**src/rtl/pc_unit_pkg.sv**
```systemverilog
// pc_unit_pkg: shared definitions for the program-counter unit.
//   - npc_sel_e  : next-PC source select encodings
//   - err_code_e : halt cause encodings
//   - state_e    : controller state encoding
//   - RESET_PC_DEFAULT / IM_WORDS_DEFAULT : default reset PC and IM depth
package pc_unit_pkg;

  localparam logic [31:0] RESET_PC_DEFAULT = 32'h0000_3000;
  localparam int          IM_WORDS_DEFAULT = 4096;

  typedef enum logic [1:0] {
    NPC_SEQ    = 2'b00,
    NPC_BRANCH = 2'b01,
    NPC_JUMP   = 2'b10,
    NPC_REG    = 2'b11
  } npc_sel_e;

  typedef enum logic [1:0] {
    ERR_NONE     = 2'b00,
    ERR_MISALIGN = 2'b01,
    ERR_WINDOW   = 2'b10
  } err_code_e;

  typedef enum logic {
    ST_RUN  = 1'b0,
    ST_HALT = 1'b1
  } state_e;

endpackage

```
**src/rtl/pc_if.sv**
```systemverilog
// pc_if: bundle between the pipeline front end and the PC unit.
//   master (front end / testbench): drives en, npc_sel, br_cond, imm16,
//     imm26, rs_data; observes pc, pc_plus4, halt, err_code, instr_count.
//   slave (pc_unit): the reverse direction.
interface pc_if;
  import pc_unit_pkg::*;

  logic        en;
  npc_sel_e    npc_sel;
  logic        br_cond;
  logic [15:0] imm16;
  logic [25:0] imm26;
  logic [31:0] rs_data;
  logic [31:0] pc;
  logic [31:0] pc_plus4;
  logic        halt;
  err_code_e   err_code;
  logic [31:0] instr_count;

  modport master (
    output en, npc_sel, br_cond, imm16, imm26, rs_data,
    input  pc, pc_plus4, halt, err_code, instr_count
  );

  modport slave (
    input  en, npc_sel, br_cond, imm16, imm26, rs_data,
    output pc, pc_plus4, halt, err_code, instr_count
  );

endinterface

```
**src/rtl/pc_unit_npc.sv**
```systemverilog
// npc_calc: combinational next-PC candidate generator.
//   pc       in  32  current PC
//   npc_sel  in   2  source select (seq / branch / jump / register)
//   br_cond  in   1  branch taken condition
//   imm16    in  16  signed word offset for branches
//   imm26    in  26  jump index
//   rs_data  in  32  register target for jr
//   target   out 32  candidate next PC (unchecked)
module npc_calc
  import pc_unit_pkg::*;
(
  input  logic [31:0] pc,
  input  npc_sel_e    npc_sel,
  input  logic        br_cond,
  input  logic [15:0] imm16,
  input  logic [25:0] imm26,
  input  logic [31:0] rs_data,
  output logic [31:0] target
);

  logic [31:0] seq_pc;
  logic [31:0] br_offset;

  assign seq_pc    = pc + 32'd4;
  // Word offset: sign-extend then scale to bytes.
  assign br_offset = {{14{imm16[15]}}, imm16, 2'b00};

  always_comb begin
    target = seq_pc;
    case (npc_sel)
      NPC_SEQ:    target = seq_pc;
      NPC_BRANCH: target = br_cond ? (seq_pc + br_offset) : seq_pc;
      // Jump keeps the 256 MB region of the delay-slot address.
      NPC_JUMP:   target = {seq_pc[31:28], imm26, 2'b00};
      NPC_REG:    target = rs_data;
      default:    target = seq_pc;
    endcase
  end

endmodule

```
**src/rtl/pc_unit.sv**
```systemverilog
// pc_unit: program counter with target legality checking and halt FSM.
//   clk          in   1  clock, rising edge
//   reset        in   1  asynchronous active-low reset
//   bus          pc_if.slave
//     en, npc_sel, br_cond, imm16, imm26, rs_data : next-PC controls
//     pc, pc_plus4, halt, err_code, instr_count   : status outputs
// Parameters: RESET_PC (window base / reset PC), IM_WORDS (window depth).
module pc_unit
  import pc_unit_pkg::*;
#(
  parameter logic [31:0] RESET_PC = RESET_PC_DEFAULT,
  parameter int          IM_WORDS = IM_WORDS_DEFAULT
)(
  input  logic clk,
  input  logic reset,
  pc_if.slave  bus
);

  // Window bounds in 33 bits so the upper bound cannot wrap.
  localparam logic [32:0] WIN_LO = {1'b0, RESET_PC};
  localparam logic [32:0] WIN_HI = WIN_LO + (33'(IM_WORDS) << 2);

  state_e      state, next_state;
  logic [31:0] pc_q;
  logic [31:0] count_q;
  err_code_e   err_q;
  logic [31:0] target;
  err_code_e   chk_err;
  logic        advance;
  logic        commit;
  logic        trap;
  logic        halt;

  npc_calc u_npc (
    .pc      (pc_q),
    .npc_sel (bus.npc_sel),
    .br_cond (bus.br_cond),
    .imm16   (bus.imm16),
    .imm26   (bus.imm26),
    .rs_data (bus.rs_data),
    .target  (target)
  );

  // Misalignment outranks the window check.
  always_comb begin
    chk_err = ERR_NONE;
    if (target[1:0] != 2'b00)
      chk_err = ERR_MISALIGN;
    else if (({1'b0, target} < WIN_LO) || ({1'b0, target} >= WIN_HI))
      chk_err = ERR_WINDOW;
  end

  assign advance = (state == ST_RUN) && bus.en;
  assign commit  = advance && (chk_err == ERR_NONE);
  assign trap    = advance && (chk_err != ERR_NONE);

  always_ff @(posedge clk or negedge reset) begin
    if (!reset) state <= ST_RUN;
    else        state <= next_state;
  end

  always_comb begin
    next_state = state;
    case (state)
      ST_RUN:  if (trap) next_state = ST_HALT;
      ST_HALT: next_state = ST_HALT;
      default: next_state = ST_RUN;
    endcase
  end

  always_comb begin
    halt = 1'b0;
    if (state == ST_HALT) halt = 1'b1;
  end

  // PC, committed-advance counter and latched halt cause.
  always_ff @(posedge clk or negedge reset) begin
    if (!reset) begin
      pc_q    <= RESET_PC;
      count_q <= 32'd0;
      err_q   <= ERR_NONE;
    end else if (commit) begin
      pc_q    <= target;
      count_q <= count_q + 32'd1;
    end else if (trap) begin
      err_q   <= chk_err;
    end
  end

  assign bus.pc          = pc_q;
  assign bus.pc_plus4    = pc_q + 32'd4;
  assign bus.halt        = halt;
  assign bus.err_code    = err_q;
  assign bus.instr_count = count_q;

endmodule

```
**src/flat_wrapper.sv**
```systemverilog
// flat-port wrapper written by rule: the top's interface ports become plain ports
module pc_unit_flat import pc_unit_pkg::*;
#(
  parameter logic [31:0] RESET_PC = RESET_PC_DEFAULT,
  parameter int          IM_WORDS = IM_WORDS_DEFAULT
)
  (clk, reset, bus_en, bus_npc_sel, bus_br_cond, bus_imm16, bus_imm26, bus_rs_data, bus_pc, bus_pc_plus4, bus_halt, bus_err_code, bus_instr_count);
  pc_if bus_i ();
  input  logic clk;
  input  logic reset;
  input wire logic [$bits(bus_i.en)-1:0] bus_en;
  input wire logic [$bits(bus_i.npc_sel)-1:0] bus_npc_sel;
  input wire logic [$bits(bus_i.br_cond)-1:0] bus_br_cond;
  input wire logic [$bits(bus_i.imm16)-1:0] bus_imm16;
  input wire logic [$bits(bus_i.imm26)-1:0] bus_imm26;
  input wire logic [$bits(bus_i.rs_data)-1:0] bus_rs_data;
  output wire logic [$bits(bus_i.pc)-1:0] bus_pc;
  output wire logic [$bits(bus_i.pc_plus4)-1:0] bus_pc_plus4;
  output wire logic [$bits(bus_i.halt)-1:0] bus_halt;
  output wire logic [$bits(bus_i.err_code)-1:0] bus_err_code;
  output wire logic [$bits(bus_i.instr_count)-1:0] bus_instr_count;
  assign bus_i.en = bus_en;
  assign bus_i.npc_sel = bus_npc_sel;
  assign bus_i.br_cond = bus_br_cond;
  assign bus_i.imm16 = bus_imm16;
  assign bus_i.imm26 = bus_imm26;
  assign bus_i.rs_data = bus_rs_data;
  assign bus_pc = bus_i.pc;
  assign bus_pc_plus4 = bus_i.pc_plus4;
  assign bus_halt = bus_i.halt;
  assign bus_err_code = bus_i.err_code;
  assign bus_instr_count = bus_i.instr_count;
  pc_unit #(.RESET_PC(RESET_PC), .IM_WORDS(IM_WORDS)) u_core (.clk(clk), .reset(reset), .bus(bus_i));
endmodule
```
**config.mk**
```make
export PLATFORM = sky130hd
export DESIGN_NAME = pc_unit_flat
export DESIGN_NICKNAME = d
export VERILOG_FILES = /design/src/rtl/pc_unit_pkg.sv /design/src/rtl/pc_if.sv /design/src/rtl/pc_unit_npc.sv /design/src/rtl/pc_unit.sv /design/src/flat_wrapper.sv
export SDC_FILE = /design/constraint.sdc
export NUM_CORES = 1
export LEC_CHECK = 0
export BUFFER_PORTS_ARGS = -buffer_cell sky130_fd_sc_hd__buf_2
export CAP_MARGIN = 25
export CORE_MARGIN = 8
export CORE_UTILIZATION = 50
export DETAILED_ROUTE_END_ITERATION = 10
export GPL_TIMING_DRIVEN = 0
export PLACE_DENSITY = 0.77
export SLEW_MARGIN = 20
export SYNTH_ARGS = -nofsm -noshare
export SYNTH_HDL_FRONTEND = slang
export SYNTH_SLANG_ARGS = --single-unit
```
**constraint.sdc**
```tcl
create_clock -name clk -period 14.3 [get_ports clk]
set_input_delay 3.575 -clock clk [delete_from_list [all_inputs] [get_ports clk]]
set_output_delay 3.575 -clock clk [all_outputs]
set_load 0.03 [all_outputs]
```
==> results of run 1 <==
-- cell type report --
type,instances,area [um^2],share of cell area [%]
clock buffer,9,225.2,2.893
tap,172,215.2,2.765
buffer,50,226.5,2.909
clock inverter,7,100.1,1.286
inverter,15,56.30,0.7234
sequential,67,1679,21.57
multi-input combinational,631,4365,56.08
timing repair buffer,178,915.9,11.77
-- path summary, 6_finish.rpt --
| path | startpoint | endpoint |
|---|---|---|
| max reg2reg | u_core.bus.pc[13]$_DFFE_PN1P_ | u_core.bus.instr_count[11]$_DFFE_PN0P_ |
| max in group asynchronous | reset | u_core.bus.pc[12]$_DFFE_PN1P_ |
| max | bus_imm16[15] | u_core.bus.instr_count[11]$_DFFE_PN0P_ |
| min | u_core.bus.instr_count[31]$_DFFE_PN0P_ | u_core.bus.instr_count[31]$_DFFE_PN0P_ |
| min in group asynchronous | reset | u_core.bus.pc[19]$_DFFE_PN0P_ |
| min reg2reg | u_core.bus.instr_count[31]$_DFFE_PN0P_ | u_core.bus.instr_count[31]$_DFFE_PN0P_ |
-- power breakdown --
part / switching, uW / internal (uW) / total [uW]
registers: 0.600 / 190 / 191
logic: 55.8 / 34.6 / 90.4
clock network: 85.5 / 154 / 239
-- flip-flops by register name, summed over array words and instances (netlist names) --
signal,cells
u_core.bus.pc,32
u_core.state,1
u_core.bus.instr_count,32
u_core.bus.err_code,2
-- cells by family after synthesis --
logic type / synth area share [%]
flops: 26.56
buf+inv: 4.473
xor+xnor: 10.25
fa+ha+maj: 6.649
simple gates: 26.50
mux: 5.423
compound gates: 20.15
-- metal layers --
metal  vias up  wire length (um)
li1       3225                 -
met4         0               752
met5         -                 0
met1      3328             10010
met3        61              2190
met2       387             11020
-- metrics by stage --
step / cell area (um^2) / total power, uW
final: 7784 / 520.6
after global routing: 7784 / 541.2
after CTS: 7784 / 523.0
after detailed placement: 7458 / 282.9
after global placement: 7423 / 281.1
after floorplan: 6322 / 246.7
-- Yosys cell counts (7+ instances only) --
| cell | n | area (um^2) |
|---|---|---|
| a211oi_1 | 11 | 82.58 |
| a21o_1 | 11 | 82.58 |
| a21oi_1 | 62 | 310.3 |
| a31oi_1 | 8 | 50.05 |
| and2_1 | 13 | 81.33 |
| and3_1 | 24 | 150.1 |
| and4_1 | 13 | 113.9 |
| buf_2 | 7 | 35.03 |
| clkbuf_1 | 35 | 131.4 |
| dfrtp_1 | 65 | 1627 |
| ha_1 | 32 | 400.4 |
| inv_1 | 15 | 56.30 |
| mux2_2 | 12 | 135.1 |
| mux4_2 | 7 | 157.7 |
| nand2_1 | 68 | 255.2 |
| nand3_1 | 34 | 170.2 |
| nand4_1 | 35 | 219.0 |
| nor2_1 | 43 | 161.4 |
| nor2b_1 | 23 | 143.9 |
| nor3_1 | 12 | 60.06 |
| nor4_1 | 8 | 50.05 |
| o21ai_0 | 44 | 220.2 |
| xnor2_1 | 58 | 508.0 |
| xor2_1 | 16 | 140.1 |
==> flow_metrics.env, run 1 <==
export IMPL_initial_core_util_pct=50.72
export IMPL_period_needed_ns=7.710
export IMPL_grt_pass1_wl_mm=36.56
export IMPL_setup_violations=0
export IMPL_cts_buffer_depth=2
export IMPL_cts_resized=0
export IMPL_ys_async_sr_fraction_pct=100.0
export IMPL_r2r_slack_ns=8.15
export IMPL_gp_congestion=0.9652
export IMPL_yosysUniqueCellTypes=73
export IMPL_cp_end_kind="flop"
export IMPL_cp_cell_sequence="buf_2 > ha_1 > clkbuf_1 > and2_1 > a221oi_1 > a211oi_1 > a2111oi_2 > nor4b_2 > nand4_1 > nor4b_2 > buf_4 > buf_6 > nand4_1 > xnor2_1"
export IMPL_drc=0
export IMPL_crit_path_top_delay_cell="a221oi_1"
export IMPL_rsz0062_at_grt="no"
export IMPL_worstSetupPathType="input pin to flop"
export IMPL_crit_family="compound AO/OA/AOI/OAI gates"
export IMPL_hpwl_mm=18.81
export IMPL_final_cell_mix="183 x buf_2, 68 x nand2_1, 65 x dfrtp_1"
export IMPL_drtAntennaViolNets=0
export IMPL_met3_usage_pct=6.041
export IMPL_cap_violations=0
export IMPL_status="completed"
export IMPL_cp_num_buf_inv=4
export IMPL_grt_max_degree=50
export IMPL_antenna_found_initial=0
export IMPL_viasPerCell=6.201
export IMPL_fin_worst_skew_ns=0.008228
export IMPL_use_met1_pct=37.51
export IMPL_die_h_um=128.5
export IMPL_grt_pass1_vias=6564
export IMPL_critPathArrivalTime_ns=7.93
export IMPL_clockRootBuffer="clkbuf_16"
export IMPL_p_per_area_nw_per_um2=66.89
export IMPL_grt_use_total_pct=28.41
export IMPL_port_buffers=177
export IMPL_fin_hold_ws_ns=0.4794
export IMPL_ios=179
export IMPL_holdCritPathClass="flop to flop"
export IMPL_syn_nets=876
export IMPL_netlist_area_um2=6322
export IMPL_reg2reg_depth=20
export IMPL_syn2layout_area_growth_pct=23.12
export IMPL_finalMaxSlewViolations=0
export IMPL_cp_max_fo=15
export IMPL_worstMarginPinSlew_ns=1.038
export IMPL_setup_ws_ns=6.590
export IMPL_postCtsSetupBuffers=0
export IMPL_drt_wl_total_mm=23.97
export IMPL_grt_ovfl_total=0
export IMPL_min_path_cells=1
export IMPL_die_w_um=128.5
export IMPL_leakagePower_uw=0.003785
export IMPL_rows=41
export IMPL_fin_nets=1065
export IMPL_dpl_worst_slack_ns=6.416
export IMPL_ir_drop_mv=0.06881
export IMPL_wl_per_cell_um=21.23
export IMPL_fin_util_pct=62.44
export IMPL_cts_buffers=9
export IMPL_cp_start_kind="input pin"
export IMPL_cts_tree="done"
export IMPL_via_count=7001
export IMPL_synth_avg_cell_area_um2=8.286
export IMPL_drt_iter0_markers=760
export IMPL_finalCritPeriodShare_pct=53.91
export IMPL_hold_violations=0
export IMPL_synth_ff_type="dfrtp_1"
export IMPL_grt_util_met2_pct=45.00
export IMPL_place_inst=1113
export IMPL_seq_area_frac_synth_pct=26.56
export IMPL_ctsHoldBuffers=0
export IMPL_drtPass1Iterations=6
export IMPL_grt_busiest_layer="met2"
export IMPL_clock_sinks=67
export IMPL_clk_latency_ns=0.34
export IMPL_antennaDiodeCount=0
export IMPL_die_area_um2=16500
export IMPL_ys_ff_latch=67
export IMPL_ys_warn_count=0
export IMPL_drive_gt1_share_pct=25.71
export IMPL_fin_cells=1129
export IMPL_synth_edf_count=0
export IMPL_syn_inst=763
export IMPL_setup_tns_ns=0
export IMPL_crit_path_max_incr_delay_ns=0.88
export IMPL_relSlewSlack_pct=30.80
export IMPL_clkSlewWorstSetupHoldPaths_ns=0.06
export IMPL_htreeDepth=3
export IMPL_nFillCells=1179
export IMPL_max_freq_mhz=129.7
export IMPL_layout_cells_most_common="buf_2"
export IMPL_critPathRequiredTime_ns=14.52
export IMPL_worst_path_stages=14
export IMPL_core_area_um2=12470
Power figures use the tool's default switching activity.
==> inputs of run 2 (changes only) <==
--- a/config.mk
+++ b/config.mk
@@ -8,10 +8,10 @@
 export BUFFER_PORTS_ARGS = -buffer_cell sky130_fd_sc_hd__buf_2
 export CAP_MARGIN = 25
 export CORE_MARGIN = 8
-export CORE_UTILIZATION = 50
+export CORE_UTILIZATION = 49
 export DETAILED_ROUTE_END_ITERATION = 10
 export GPL_TIMING_DRIVEN = 0
-export PLACE_DENSITY = 0.77
+export PLACE_DENSITY = 0.79
 export SLEW_MARGIN = 20
 export SYNTH_ARGS = -nofsm -noshare
 export SYNTH_HDL_FRONTEND = slang
==> constraint.sdc (replaced) <==
create_clock -name clk -period 6.7 [get_ports clk]
set_input_delay 1.675 -clock clk [delete_from_list [all_inputs] [get_ports clk]]
set_output_delay 1.675 -clock clk [all_outputs]
set_load 0.03 [all_outputs]
==> flow_metrics.env, run 2 (same netlist as run 1, synthesis figures left out) <==
export IMPL_die_area_um2=16790
export IMPL_htreeDepth=3
export IMPL_core_area_um2=12620
export IMPL_crit_family="simple AND/OR/NAND/NOR gates"
export IMPL_clockRootBuffer="clkbuf_16"
export IMPL_hpwl_mm=18.27
export IMPL_wl_per_cell_um=20.62
export IMPL_drc=0
export IMPL_final_cell_mix="183 x buf_2, 68 x nand2_1, 65 x dfrtp_1"
export IMPL_ios=179
export IMPL_max_freq_mhz=163.4
export IMPL_nFillCells=1204
export IMPL_status="completed"
export IMPL_min_path_cells=1
export IMPL_grt_use_total_pct=27.51
export IMPL_cp_end_kind="flop"
export IMPL_finalMaxSlewViolations=0
export IMPL_worstSetupPathType="flop to flop"
export IMPL_cts_buffers=9
export IMPL_cts_buffer_depth=2
export IMPL_viasPerCell=6.203
export IMPL_ir_drop_mv=0.1344
export IMPL_initial_core_util_pct=50.10
export IMPL_setup_ws_ns=0.5818
export IMPL_fin_worst_skew_ns=0.007068
export IMPL_period_needed_ns=6.118
export IMPL_clock_sinks=67
export IMPL_rows=41
export IMPL_antenna_found_initial=0
export IMPL_antennaDiodeCount=0
export IMPL_die_w_um=129.6
export IMPL_port_buffers=177
export IMPL_fin_nets=1065
export IMPL_rsz0062_at_grt="no"
export IMPL_drt_wl_total_mm=23.26
export IMPL_critPathRequiredTime_ns=6.91
export IMPL_crit_path_start="u_core.bus.pc[13]$_DFFE_PN1P_"
export IMPL_setup_tns_ns=0
export IMPL_finalCritPeriodShare_pct=91.32
export IMPL_relSlewSlack_pct=33.56
export IMPL_grt_max_degree=55
export IMPL_clkSlewWorstSetupHoldPaths_ns=0.06
export IMPL_place_inst=1113
export IMPL_hold_start="u_core.bus.instr_count[31]$_DFFE_PN0P_"
export IMPL_drtAntennaViolNets=0
export IMPL_die_h_um=129.6
export IMPL_drive_gt1_share_pct=25.52
export IMPL_crit_path_max_incr_delay_ns=0.74
export IMPL_fin_cells=1128
export IMPL_clk_latency_ns=0.33
export IMPL_holdCritPathClass="flop to flop"
export IMPL_ctsHoldBuffers=0
export IMPL_cts_tree="done"
export IMPL_cp_start_kind="flop"
export IMPL_gp_congestion=0.9880
export IMPL_via_count=6997
export IMPL_cp_cell_sequence="clkbuf_1 > nand4_1 > nor4_2 > nand2_1 > xnor2_1 > ha_1 > clkbuf_1 > a21oi_1 > o21ai_0 > a21oi_1 > o211ai_1 > xnor2_1 > o2111ai_1 > a22oi_1 > nand4_1 > nor4b_2 > buf_2 > mux2_2"
export IMPL_drtPass1Iterations=5
export IMPL_layout_cells_most_common="buf_2"
export IMPL_postCtsSetupBuffers=0
export IMPL_cp_num_buf_inv=3
export IMPL_leakagePower_uw=0.003791
export IMPL_cp_max_fo=10
export IMPL_grt_pass1_wl_mm=36.15
export IMPL_grt_ovfl_total=0
export IMPL_syn2layout_area_growth_pct=23.37
export IMPL_grt_pass1_vias=6705
export IMPL_p_per_area_nw_per_um2=146.4
export IMPL_drt_iter0_markers=724
export IMPL_setup_violations=0
export IMPL_reg2reg_from="u_core.bus.pc[13]$_DFFE_PN1P_"
export IMPL_crit_path_top_delay_cell="nor4_2"
export IMPL_cts_resized=0
export IMPL_fin_hold_ws_ns=0.4757
export IMPL_reg2reg_depth=18
export IMPL_dpl_worst_slack_ns=0.7947
export IMPL_worst_path_stages=18
export IMPL_hold_violations=0
export IMPL_worstMarginPinSlew_ns=0.9965
export IMPL_critPathArrivalTime_ns=6.33
export IMPL_cap_violations=0
[run 2: cell count changes in the layout (fill, tap and decap cells not counted), sizes merged]
cell | before | now
bufinv | 2 | 3
clkbuf | 44 | 46
clkinv | 4 | 1
inv | 16 | 15
[run 2: path summary, 6_finish.rpt]
kind / endpoint / slack (ns)
setup / recovery: u_core.bus.pc[9]$_DFFE_PN0P_ / 0.58
hold / removal: u_core.bus.instr_count[31]$_DFFE_PN0P_ / 0.48
setup reg to reg: u_core.bus.pc[9]$_DFFE_PN0P_ / 0.58
hold reg to reg: u_core.bus.instr_count[31]$_DFFE_PN0P_ / 0.48
max in group asynchronous: u_core.bus.pc[13]$_DFFE_PN1P_ / 4.93
min in group asynchronous: u_core.bus.pc[18]$_DFFE_PN0P_ / 1.19
[run 2: routing by layer]
| metal | GRT usage (%) | up-vias | share of wire (%) |
|---|---|---|---|
| li1 | - | 3224 | - |
| met1 | 35.37 | 3341 | 42 |
| met2 | 42.70 | 359 | 45 |
| met3 | 7.067 | 73 | 9.7 |
| met4 | 12.23 | 0 | 3.9 |
| met5 | 0 | - | 0 |
[run 2: worst register-to-register path, cell delays in order, from the launching register on]
cell and delay, ns:
dfstp_2 0.55, clkbuf_1 0.27, nand4_1 0.21, nor4_2 0.74, nand2_1 0.15, xnor2_1 0.45
ha_1 0.34, clkbuf_1 0.21, a21oi_1 0.26, o21ai_0 0.21, a21oi_1 0.34, o211ai_1 0.20
xnor2_1 0.19, o2111ai_1 0.13, a22oi_1 0.30, nand4_1 0.30, nor4b_2 0.44, buf_2 0.34
mux2_2 0.37
[run 2: final cells by class]
type	instances	area, um^2	area share [%]
repair buffers	178	915.9	11.74
well taps	172	215.2	2.759
clock inverters	4	98.84	1.267
plain buffers	50	226.5	2.903
inverters	15	56.30	0.7218
multi-input cells	631	4365	55.97
flip-flops and latches	67	1679	21.53
clock buffers	11	242.7	3.112
[run 2: stage by stage]
stage                     total power (uW)  util, %  cell area (um^2)
after floorplan                      526.5        -              6322
after global placement               597.8    58.82              7423
after detailed placement             601.3    59.10              7458
after CTS                             1142    61.81              7800
after global routing                  1180    61.81              7800
final                                 1142    61.81              7800
[run 2: report_power, final]
| group | switching, uW | internal [uW] |
|---|---|---|
| Sequential | 1.05 | 407 |
| Clock | 170 | 372 |
| Combinational | 118 | 74.0 |
| Total | 289 | 853 |
